$ cat config.mk
export PLATFORM = sky130hd
export DESIGN_NAME = nonce_collector
export DESIGN_NICKNAME = d
export VERILOG_FILES = /design/src/rtl/nonce_collector_pkg.sv /design/src/rtl/nonce_collector_fifo.sv /design/src/rtl/nonce_collector.sv
export SDC_FILE = /design/constraint.sdc
export NUM_CORES = 1
export LEC_CHECK = 0
export ABC_AREA = 0
export CAP_MARGIN = 5
export CORE_AREA = 2 2 256 258
export CTS_CLUSTER_DIAMETER = 60
export DETAILED_ROUTE_END_ITERATION = 16
export DIE_AREA = 0 0 258 260
export PLACE_DENSITY = 0.5
export SLEW_MARGIN = 20
export SYNTH_ARGS = -nofsm -noshare
export SYNTH_HDL_FRONTEND = slang
export SYNTH_SLANG_ARGS = --single-unit
$ cat constraint.sdc
create_clock -name clk -period 5.4 [get_ports clk]
set_input_delay 1.35 -clock clk [delete_from_list [all_inputs] [get_ports clk]]
set_output_delay 1.35 -clock clk [all_outputs]
set_load 0.01 [all_outputs]
$ cat src/rtl/nonce_collector_pkg.sv
// -----------------------------------------------------------------------------
// nonce_pkg
// Shared definitions for the nonce collector: word widths, the send-FSM state
// encoding and a saturating adder for the lost-nonce counter.
// No ports (package).
// -----------------------------------------------------------------------------
package nonce_pkg;

  localparam int NONCE_W = 32;
  localparam int DROP_W  = 16;

  typedef enum logic [1:0] {
    ST_IDLE      = 2'd0,
    ST_WAIT_BUSY = 2'd1,
    ST_WAIT_DONE = 2'd2
  } send_state_e;

  // Adds up to 16 lost nonces in one cycle, sticking at all-ones.
  function automatic logic [DROP_W-1:0] drop_sat_add(input logic [DROP_W-1:0] cnt,
                                                     input logic [4:0]        inc);
    logic [DROP_W:0] sum;
    sum = {1'b0, cnt} + (DROP_W+1)'(inc);
    if (sum[DROP_W]) begin
      return {DROP_W{1'b1}};
    end else begin
      return sum[DROP_W-1:0];
    end
  endfunction

endpackage

$ cat src/rtl/nonce_collector_fifo.sv
// -----------------------------------------------------------------------------
// nonce_fifo
// Power-of-two synchronous FIFO for golden nonces. The head word is presented
// combinationally on pop_data; push is ignored when full, pop when empty.
// Ports:
//   clk, rst_n          clock, asynchronous active-low reset
//   push, push_data     write strobe and word
//   pop,  pop_data      read strobe and head word
//   full, empty         status flags
//   level               occupancy, 0..DEPTH
// -----------------------------------------------------------------------------
module nonce_fifo
  import nonce_pkg::*;
#(
  parameter int DEPTH = 8
) (
  input  logic                     clk,
  input  logic                     rst_n,
  input  logic                     push,
  input  logic [NONCE_W-1:0]       push_data,
  input  logic                     pop,
  output logic [NONCE_W-1:0]       pop_data,
  output logic                     full,
  output logic                     empty,
  output logic [$clog2(DEPTH):0]   level
);

  localparam int AW = $clog2(DEPTH);

  logic [NONCE_W-1:0] mem_q [DEPTH];
  logic [AW-1:0]      wr_ptr_q, wr_ptr_d;
  logic [AW-1:0]      rd_ptr_q, rd_ptr_d;
  logic [AW:0]        level_q,  level_d;
  logic               do_push_s, do_pop_s;

  assign full     = (level_q == (AW+1)'(DEPTH));
  assign empty    = (level_q == {(AW+1){1'b0}});
  assign level    = level_q;
  assign pop_data = mem_q[rd_ptr_q];

  // Pointer and occupancy next-state; pointers wrap naturally at DEPTH.
  always_comb begin
    do_push_s = push & ~full;
    do_pop_s  = pop & ~empty;
    wr_ptr_d  = wr_ptr_q;
    rd_ptr_d  = rd_ptr_q;
    level_d   = level_q;
    if (do_push_s) begin
      wr_ptr_d = wr_ptr_q + {{(AW-1){1'b0}}, 1'b1};
    end else begin
      wr_ptr_d = wr_ptr_q;
    end
    if (do_pop_s) begin
      rd_ptr_d = rd_ptr_q + {{(AW-1){1'b0}}, 1'b1};
    end else begin
      rd_ptr_d = rd_ptr_q;
    end
    case ({do_push_s, do_pop_s})
      2'b10:   level_d = level_q + {{AW{1'b0}}, 1'b1};
      2'b01:   level_d = level_q - {{AW{1'b0}}, 1'b1};
      default: level_d = level_q;
    endcase
  end

  // Control registers.
  always_ff @(posedge clk or negedge rst_n) begin
    if (!rst_n) begin
      wr_ptr_q <= '0;
      rd_ptr_q <= '0;
      level_q  <= '0;
    end else begin
      wr_ptr_q <= wr_ptr_d;
      rd_ptr_q <= rd_ptr_d;
      level_q  <= level_d;
    end
  end

  // Storage array; contents are don't-care until written, so no reset.
  always_ff @(posedge clk) begin
    if (do_push_s) begin
      mem_q[wr_ptr_q] <= push_data;
    end
  end

endmodule

$ cat src/rtl/nonce_collector.sv
// -----------------------------------------------------------------------------
// nonce_collector
// Gathers golden nonces from CHANNELS hashing cores, queues them in a FIFO via
// a round-robin arbiter and hands them one at a time to a UART transmitter.
// Optional macro NONCE_DEDUP_EN: a nonce identical to the last one pushed is
// dropped silently at arbitration (not queued, no new_nonce, no drop count).
// Ports:
//   clk, rst_n     clock, asynchronous active-low reset
//   got_ticket     per-core ticket level (already synchronous to clk)
//   nonces         per-core nonce, channel i at [32i+31:32i]
//   serial_busy    UART busy
//   serial_send    one-cycle send strobe
//   golden_nonce   word being sent; held until the next send
//   new_nonce      one-cycle pulse per queued nonce
//   fifo_level     FIFO occupancy
//   drop_count     saturating count of lost nonces
// -----------------------------------------------------------------------------
module nonce_collector
  import nonce_pkg::*;
#(
  parameter int CHANNELS     = 4,
  parameter int FIFO_DEPTH   = 8,
  parameter int BUSY_TIMEOUT = 16
) (
  input  logic                          clk,
  input  logic                          rst_n,
  input  logic [CHANNELS-1:0]           got_ticket,
  input  logic [NONCE_W*CHANNELS-1:0]   nonces,
  input  logic                          serial_busy,
  output logic                          serial_send,
  output logic [NONCE_W-1:0]            golden_nonce,
  output logic                          new_nonce,
  output logic [$clog2(FIFO_DEPTH):0]   fifo_level,
  output logic [DROP_W-1:0]             drop_count
);

  localparam int CH_W = (CHANNELS > 1) ? $clog2(CHANNELS) : 1;
  localparam int TO_W = $clog2(BUSY_TIMEOUT + 1);

  // Capture / arbitration state
  logic [CHANNELS-1:0]               ticket_prev_q, ticket_prev_d;
  logic [CHANNELS-1:0]               pending_q, pending_d;
  logic [CHANNELS-1:0][NONCE_W-1:0]  hold_q, hold_d;
  logic [CH_W-1:0]                   rr_q, rr_d;
  logic [DROP_W-1:0]                 drop_q, drop_d;
  logic                              new_nonce_q, new_nonce_d;

  // Send FSM state
  send_state_e                       state_q, state_d;
  logic [TO_W-1:0]                   to_cnt_q, to_cnt_d;
  logic                              serial_send_q, serial_send_d;
  logic [NONCE_W-1:0]                golden_q, golden_d;

  // Arbiter / FIFO glue
  logic                              arb_found_s;
  logic [CH_W-1:0]                   arb_sel_s;
  logic [CH_W-1:0]                   cand_s;
  logic                              arb_go_s;
  logic                              dup_s;
  logic                              push_s;
  logic                              pop_s;
  logic [4:0]                        drop_inc_s;
  logic                              fifo_full_s, fifo_empty_s;
  logic [NONCE_W-1:0]                fifo_head_s;

`ifdef NONCE_DEDUP_EN
  logic [NONCE_W-1:0]                last_q, last_d;
  logic                              last_valid_q, last_valid_d;
`endif

  nonce_fifo #(.DEPTH(FIFO_DEPTH)) u_fifo (
    .clk       (clk),
    .rst_n     (rst_n),
    .push      (push_s),
    .push_data (hold_q[arb_sel_s]),
    .pop       (pop_s),
    .pop_data  (fifo_head_s),
    .full      (fifo_full_s),
    .empty     (fifo_empty_s),
    .level     (fifo_level)
  );

  // Round-robin search: first pending channel at or after rr.
  always_comb begin
    arb_found_s = 1'b0;
    arb_sel_s   = '0;
    cand_s      = '0;
    for (int k = 0; k < CHANNELS; k++) begin
      cand_s = CH_W'((int'(rr_q) + k) % CHANNELS);
      if (!arb_found_s && pending_q[cand_s]) begin
        arb_found_s = 1'b1;
        arb_sel_s   = cand_s;
      end else begin
        arb_found_s = arb_found_s;
      end
    end
  end

  // Capture, drop accounting and FIFO push decision.
  always_comb begin
    ticket_prev_d = got_ticket;
    pending_d     = pending_q;
    hold_d        = hold_q;
    rr_d          = rr_q;
    drop_inc_s    = 5'd0;
    arb_go_s      = arb_found_s & ~fifo_full_s;
`ifdef NONCE_DEDUP_EN
    dup_s         = last_valid_q && (hold_q[arb_sel_s] == last_q);
    last_d        = last_q;
    last_valid_d  = last_valid_q;
`else
    dup_s         = 1'b0;
`endif
    push_s        = arb_go_s & ~dup_s;
    new_nonce_d   = push_s;

    if (arb_go_s) begin
      rr_d = CH_W'((int'(arb_sel_s) + 1) % CHANNELS);
    end else begin
      rr_d = rr_q;
    end

`ifdef NONCE_DEDUP_EN
    if (push_s) begin
      last_d       = hold_q[arb_sel_s];
      last_valid_d = 1'b1;
    end else begin
      last_d       = last_q;
      last_valid_d = last_valid_q;
    end
`endif

    for (int i = 0; i < CHANNELS; i++) begin
      // A channel being drained this cycle may accept a fresh nonce without loss.
      if (got_ticket[i] && !ticket_prev_q[i]) begin
        if (pending_q[i] && !(arb_go_s && (arb_sel_s == CH_W'(i)))) begin
          drop_inc_s = drop_inc_s + 5'd1;
        end else begin
          hold_d[i]    = nonces[i*NONCE_W +: NONCE_W];
          pending_d[i] = 1'b1;
        end
      end else if (arb_go_s && (arb_sel_s == CH_W'(i))) begin
        pending_d[i] = 1'b0;
      end else begin
        pending_d[i] = pending_q[i];
      end
    end

    drop_d = drop_sat_add(drop_q, drop_inc_s);
  end

  // Send FSM next-state and output strobes.
  always_comb begin
    state_d       = state_q;
    to_cnt_d      = to_cnt_q;
    serial_send_d = 1'b0;
    golden_d      = golden_q;
    pop_s         = 1'b0;
    case (state_q)
      ST_IDLE: begin
        if (!fifo_empty_s && !serial_busy) begin
          pop_s         = 1'b1;
          serial_send_d = 1'b1;
          golden_d      = fifo_head_s;
          to_cnt_d      = '0;
          state_d       = ST_WAIT_BUSY;
        end else begin
          state_d = ST_IDLE;
        end
      end
      ST_WAIT_BUSY: begin
        // Give up on a UART that never acknowledges so the queue keeps moving.
        if (serial_busy) begin
          state_d = ST_WAIT_DONE;
        end else if (to_cnt_q == TO_W'(BUSY_TIMEOUT - 1)) begin
          state_d = ST_IDLE;
        end else begin
          to_cnt_d = to_cnt_q + {{(TO_W-1){1'b0}}, 1'b1};
        end
      end
      ST_WAIT_DONE: begin
        if (!serial_busy) begin
          state_d = ST_IDLE;
        end else begin
          state_d = ST_WAIT_DONE;
        end
      end
      default: begin
        state_d = ST_IDLE;
      end
    endcase
  end

  // Capture and arbitration registers. Edge history resets high so a ticket
  // already asserted when reset releases is not mistaken for a new edge.
  always_ff @(posedge clk or negedge rst_n) begin
    if (!rst_n) begin
      ticket_prev_q <= '1;
      pending_q     <= '0;
      hold_q        <= '0;
      rr_q          <= '0;
      drop_q        <= '0;
      new_nonce_q   <= 1'b0;
    end else begin
      ticket_prev_q <= ticket_prev_d;
      pending_q     <= pending_d;
      hold_q        <= hold_d;
      rr_q          <= rr_d;
      drop_q        <= drop_d;
      new_nonce_q   <= new_nonce_d;
    end
  end

  // Send FSM registers.
  always_ff @(posedge clk or negedge rst_n) begin
    if (!rst_n) begin
      state_q       <= ST_IDLE;
      to_cnt_q      <= '0;
      serial_send_q <= 1'b0;
      golden_q      <= '0;
    end else begin
      state_q       <= state_d;
      to_cnt_q      <= to_cnt_d;
      serial_send_q <= serial_send_d;
      golden_q      <= golden_d;
    end
  end

`ifdef NONCE_DEDUP_EN
  // Last-pushed nonce used for duplicate suppression.
  always_ff @(posedge clk or negedge rst_n) begin
    if (!rst_n) begin
      last_q       <= '0;
      last_valid_q <= 1'b0;
    end else begin
      last_q       <= last_d;
      last_valid_q <= last_valid_d;
    end
  end
`endif

  assign serial_send  = serial_send_q;
  assign golden_nonce = golden_q;
  assign new_nonce    = new_nonce_q;
  assign drop_count   = drop_q;

endmodule

# --- Yosys cells after proc, flatten, opt, wreduce, memory -nomap -nowiden ---
# Memory sizes are Yosys's and may differ from the RTL's. A register that Yosys moved wholly into a read port is not among the register bits.
# Cells that the tools add are included.
totals:
  out_inout_bits: 54
  memories: 1
  mem_bits_rw: 256
  reg_bits: 173
memory_table:
  columns: ["memory", "words", "width", "read_ports", "rd_ports_with_merged_regs", "write_ports", "line_no", "source"]
  rows:
  - ["u_fifo.mem_q", 8, 32, 1, 1, 1, "nonce_collector_fifo.sv:30", "logic [NONCE_W-1:0] mem_q [DEPTH];"]
op_classes:
  muxes: 53
  n_reduce_logical: 49
  n_lt_le_gt_ge: 5
  eq_ne: 17
  addsub: 13
  bitwise: 9
op_table:
  columns: ["op", "n"]
  rows:
  - ["binary-select mux 32 bit (select 2 bit)", 1]
  - ["two-way mux 5 bit", 9]
  - ["two-way mux 32 bit", 1]
  - ["two-way mux 1 bit", 27]
  - ["adder 5 x 1 -> 5 bit (second input constant)", 4]
  - ["AND reduction 2 bit", 9]
  - ["adder 16 x 5 -> 17 bit", 1]
  - ["logical AND 1 bit", 16]
  - ["two-way mux 16 bit", 1]
  - ["< comparator 2 x 3 -> 1 bit (second input constant)", 5]
  - ["logical NOT 1 bit", 14]
  - ["two-way mux 2 bit", 7]
  - ["inequality test 2 bit (second input constant)", 7]
  - ["nonzero test 2 bit", 6]
  - ["one-hot mux 5 bit (2 select lines)", 1]
  - ["binary-select mux 1 bit (select 2 bit)", 4]
  - ["== test 2 bit (second input constant)", 4]
  - ["one-hot mux 4 bit (2 select lines)", 1]
  - ["adder 3 x 1 -> 3 bit (second input constant)", 2]
  - ["== test 2 x 1 -> 1 bit (second input constant)", 3]
  - ["inverter 1 bit", 6]
  - ["one-hot mux 2 bit (3 select lines)", 1]
  - ["== test 5 x 4 -> 1 bit (second input constant)", 1]
  - ["adder 2 x 1 -> 2 bit (second input constant)", 2]
  - ["9 further kinds", 13]

# --- Logic depth before layout (Yosys ltp) ---
logic_depth:
  word_depth: 29
  depth_mapped: 24

# --- By module ---
# Synthesis repeated with hierarchy kept, for this count alone.
unflattened:
  cells_unflattened: 1175
  hier_area_um2: 19723.9
modules_own_cells:
  columns: ["mod", "area_each_um2", "n_inst", "cells_each", "seq_area_each_um2"]
  rows:
  - ["nonce_fifo", 10372.4, 1, 437, 7937.6]
  - ["nonce_collector", 9351.5, 1, 738, 4884.7]

# --- Worst setup path before layout ---
# No wires, ideal clock.
synth_timing:
  path_kind: "reg2reg"
  from: "register u_fifo.level_q[3], in the netlist u_fifo.level[3]"
  to: "memory u_fifo.mem_q[0][0] (enable)"
  period_less_slack_ns: 4.511
  setup_slack_ns: 0.889
  arrival_ns: 4.010
  path_stages_with_launch: 5
  n_path_buf: 1
  cell_sequence: "dfrtp_1 > nor4b_1 > a21o_1 > buf_2 > nor4_1"
synth_via:
  elab_chain_cells: 6
synth_rtl:
  columns: ["element", "line_no", "source"]
  rows:
  - ["start, declared", "nonce_collector_fifo.sv:33", "logic [AW:0] level_q, level_d;"]
  - ["start signal, assigned", "nonce_collector_fifo.sv:74", "level_q <= level_d;"]
  - ["== test 4 bit *", "nonce_collector_fifo.sv:36", "assign full = (level_q == (AW+1)'(DEPTH));"]
  - ["inverter 1 bit *", "nonce_collector_fifo.sv:43, nonce_collector.sv:106", null]
  - ["AND 1 bit", "nonce_collector.sv:106", "arb_go_s = arb_found_s & ~fifo_full_s;"]
  - ["AND 1 bit *", "nonce_collector_fifo.sv:43", "do_push_s = push & ~full;"]
  - ["two-way mux 1 bit *", "nonce_collector_fifo.sv:80", "if (do_push_s) begin"]
  - ["two-way mux 1 bit (not written as such) *", "nonce_collector_fifo.sv:81", "mem_q[wr_ptr_q] <= push_data;"]
  - ["end, declared", "nonce_collector_fifo.sv:30", null]
# Mark *: on every way between the ends. The rest lies on a longest branch, timed or not.

# --- Worst setup path in the final report ---
layout_timing:
  from: "input got_ticket[0]"
  to: "register drop_q[15], in the netlist drop_count[15]"
layout_via:
  elab_chain_cells: 13
layout_rtl:
  columns: ["element", "line_no", "source"]
  rows:
  - ["start, declared", "nonce_collector.sv:27", "input logic [CHANNELS-1:0] got_ticket,"]
  - ["logical AND 1 bit *", "nonce_collector.sv:135", "if (got_ticket[i] && !ticket_prev_q[i]) begin"]
  - ["two-way mux 1 bit *", "nonce_collector.sv:135", null]
  - ["adder 5 x 1 -> 5 bit", "nonce_collector.sv:137", "drop_inc_s = drop_inc_s + 5'd1;"]
  - ["two-way mux 5 bit", "nonce_collector.sv:136", "if (pending_q[i] && !(arb_go_s && (arb_sel_s == CH_W'(i)))) begin"]
  - ["two-way mux 5 bit *", "nonce_collector.sv:135", null]
  - ["adder 5 x 1 -> 5 bit", "nonce_collector.sv:137", null]
  - ["two-way mux 5 bit", "nonce_collector.sv:136", null]
  - ["two-way mux 5 bit *", "nonce_collector.sv:135", null]
  - ["adder 5 x 1 -> 5 bit", "nonce_collector.sv:137", null]
  - ["two-way mux 5 bit", "nonce_collector.sv:136", null]
  - ["two-way mux 5 bit *", "nonce_collector.sv:135", null]
  - ["adder 16 x 5 -> 17 bit *", "nonce_collector_pkg.sv:22", "sum = {1'b0, cnt} + (DROP_W+1)'(inc);"]
  - ["two-way mux 16 bit *", "nonce_collector_pkg.sv:23", "if (sum[DROP_W]) begin"]
  - ["named net drop_d[15]", "nonce_collector.sv:45", "logic [DROP_W-1:0] drop_q, drop_d;"]
  - ["end signal, assigned", "nonce_collector.sv:209", "drop_q <= drop_d;"]
  - ["end, declared", "nonce_collector.sv:45", null]
# Mark *: on every way through the listed nets, which the timed path passes. The rest lies on a longest branch.
# A chain may end at the register's enable or synchronous reset.

==> summary.txt <==
Floorplanning
  • Die Span X: 258 µm
  • Die Y-Extent: 260 µm
  • Die area: 67080 µm²
  • Core Region: 64120 µm²
  • Initial Util: between 20 and 30%
  • Row count: 93
  • I/O pin count: 189

Layout
  • Share of cells above drive strength 1: between 20% and 30%
  • Fin cells: 2237
  • Nets: 1490
  • Syn-to-layout area delta: 25.07%
  • Non-Filler Cell Area, Final: 23850 µm²

Yosys
  • Ranking of synthesized cells by area: edfxtp_1 (40%), dfrtp_1 (26%), mux2_2 (7.8%), mux4_2 (7.6%), mux2i_1 (6.8%)
  • Main synth FF type: edfxtp_1
  • Post-Syn Area per Cell: roughly 17 µm²
  • Synth top area share: roughly two fifths
  • Leading cell types by count after synthesis: edfxtp_1 (256), dfrtp_1 (201), mux2_2 (132)
  • Yosys warnings: 0
  • Cell with the most instances after synthesis: edfxtp_1
  • Synthesized area: between 15000 and 20000 µm²
  • Sequential cell area fraction in the yosys report: around two thirds
  • Post-synth net total: 1280
  • Gate Count Post-Synth: 1125
  • Cell taking the most area after synthesis: edfxtp_1
  • Unique cell type count in the Yosys netlist: 57
  • Async SR Flop Fraction: 44.47%
  • Number of enable flip-flop cells after synthesis: 256
  • Synthesized flop and latch total: 461

Worst setup path
  • Top Family by Delay on Critical Path: compound AO/OA/AOI/OAI gates
  • Slowest-stage cell, CP: clkdlybuf4s50_1
  • CP endpoint kind: flip-flop
  • Setup crit start kind: primary input
  • Buf/Inv on CP: 2
  • Crit path DAT: ~4.9 ns
  • CP dominant cell by count: ha_1
  • CP required: 5.88 ns
  • CP Class: in -> reg
  • CP max FO: 8
  • Worst path cell trace: clkdlybuf4s50_1 > inv_1 > nor2_1 > o211ai_1 > xnor2_1 > ha_1 > nand2_1 > o31ai_4 > ha_1 > mux2_2 > ha_1 > a21o_1 > a21oi_1 > o21a_1 > nor3b_1 > mux2_2
  • CP peak stage delay: between 0.4 and 0.5 ns

Drt
  • Vias: 10240
  • DRC Markers: 0
  • Pre-antenna DRT Iters: 4
  • Routed WL per cell: 20.28 µm
  • Remaining antenna violation count: 0
  • Detailed Route WL: 45.37 mm
  • Initial DRC count: 532
  • Vias/cell: approximately 4.6

Place
  • Routability Congestion: approximately 0.75
  • DPL Wire Length: 28.50 mm
  • Area after DPL: 22000 µm²
  • PortBufs: 188
  • Place WS: approximately 0.35 ns
  • Placed Cells: 2136

Clock network
  • # clock sinks: 461
  • Max clock buf depth: 3
  • Clk slew on worst S/H paths: 0.06 ns
  • CTS-repair resized insts: 0
  • Skew-Pair Late Insertion Delay: 0.61 ns
  • H-tree depth: 2
  • Cts bufs inserted: 52
  • Postcts setup bufs: 0
  • Clock Tree Root: clkbuf_16
  • Post-CTS Hold Buffers: 0
  • CTS tree: yes

Power
  • Switching share of power: 33.68%
  • Clock network power share: 22.2%
  • Pint: 11.17 mW
  • Power per cell area: ~700 nW/µm²
  • Switch Pwr: between 5 and 6 mW
  • Leakage: 9.089 nW
  • Worst IR drop on VDD: 311.9 µV
  • Combinational power share: 35.9%
  • Sequential power share: 41.9%

STA
  • Final worst setup slack: 0.9611 ns
  • Setup TNS: 0 ns
  • RSZ-0062 raised after global routing: no
  • Fmax: 225.3 MHz
  • Worst Skew: 0.01962 ns
  • Tcrit/Tclk final: between 80% and 90%
  • Setup Viol. Count Final: 0
  • Max_slew headroom: between 20% and 30%
  • Tmin final: between 4 and 5 ns
  • Final Max Tran Viols: 0
  • Worst slew pin tran: 1.057 ns
  • Final count of hold timing violations: 0
  • WHS: 0.5021 ns

Worst hold path
  • Worst min path class: reg -> reg

Run status
  • Outcome: finished, final reports clean

GRT
  • Gr usage total: 13.54%
  • First-pass GRT wire length: 68.45 mm
  • Antenna violations before repair: 7
  • Largest net degree at the start of global routing: 95
  • Vias in the first global route: between 10000 and 15000
  • Gr ovfl total: 0

Run
  • MaxCap Viol Count: 0
[area by class of cell]
class / instances / area [µm²]
inverters: 24 / 90.09
diodes: 3 / 7.507
repair buffers: 211 / 2072
clock inverters: 20 / 340.3
clock buffers: 78 / 1499
well taps: 855 / 1070
flip-flops and latches: 461 / 12830
fillers: 5977 / 40270
multi-input cells: 585 / 5942
[routing by layer]
layer  vias to the layer above  track usage (%)  routed length, µm
met5                         -                0                 69
met4                        12            3.645                921
met3                        69            3.499               2211
met2                       186            21.83              21350
met1                      5268            18.13              20820
li1                       4704                -                  -
[power by group through the flow]
stage / Sequential (mW) / Clock [mW] / Combinational (mW)
2_1_floorplan: 6.86 / 0 / 4.08
3_3_place_gp: 7.08 / 0 / 6.05
3_5_place_dp: 7.16 / 0 / 6.19
4_1_cts: 7.09 / 3.87 / 6.21
5_1_grt: 7.26 / 4.00 / 6.64
6_report: 7.05 / 3.73 / 6.05
[worst reg2reg max path, stage by stage (launching register included)]
cell and delay, ns:
dfrtp_1 0.49, nand2b_1 0.20, a21bo_2 0.23, o21ai_0 0.14, nor2_4 0.09, ha_1 0.25
a21oi_4 0.20, nand2_1 0.13, nor2_1 0.12, ha_1 0.25, nand2_1 0.11, o31ai_4 0.09
ha_1 0.30, mux2_2 0.27, ha_1 0.27, a21o_1 0.17, a21oi_1 0.27, o21a_1 0.28
nor3b_1 0.09, mux2_2 0.27
[worst paths after layout]
| check | startpoint | endpoint | slack, ns | cells past startpoint |
|---|---|---|---|---|
| min reg2reg | hold_q[110] | hold_q[110] | 0.50 | 1 |
| max in group asynchronous | rst_n | ticket_prev_q[2] | 3.66 | 2 |
| max reg2reg | pending_q[3] | drop_count[15] | 1.08 | 19 |
| min | hold_q[110] | hold_q[110] | 0.50 | 1 |
| min in group asynchronous | rst_n | golden_nonce[30] | 0.73 | 1 |
| max | got_ticket[0] | drop_count[15] | 0.96 | 16 |
[flip-flops by register name, summed over array words and instances, names as in the netlist]
signal           flops
drop_count          16
golden_nonce        32
hold_q             128
new_nonce            1
pending_q            4
rr_q                 2
serial_send          1
state_q              2
ticket_prev_q        4
to_cnt_q             5
u_fifo.level         4
u_fifo.mem_q       256
u_fifo.rd_ptr_q      3
u_fifo.wr_ptr_q      3
[metrics by stage]
stage | total power, mW | util [%]
after floorplan | 10.94 | -
after global placement | 13.13 | 34.32
after detailed placement | 13.34 | 34.32
after CTS | 17.17 | 37.19
after global routing | 17.91 | 37.19
final | 16.84 | 37.20
[layout by cell type (no fill, tap or decap), types with 9 or more instances in the layout]
master / count
edfxtp_1: 256
dfrtp_1: 198
clkdlybuf4s50_1: 187
mux2_2: 132
mux2i_1: 129
mux4_2: 64
clkbuf_16: 52
a21oi_1: 46
nor2_1: 42
nand2_1: 28
inv_1: 23
buf_4: 22
ha_1: 18
o21ai_0: 16
clkbuf_1: 16
xnor2_1: 12
clkbuf_8: 10
nand3_1: 9
[cells by family after synthesis]
family                     Yosys count  synth area share (%)
AOI/OAI and AO/OA                   97                 3.281
xor gates and xnor gates            17                0.8202
adders and majority gates           20                 1.391
buffers and inverters               79                 1.942
DFF                                461                 67.24
muxes                              325                 22.13
and+or+nand+nor                    126                 3.196
(Power assumes the default switching activity.)
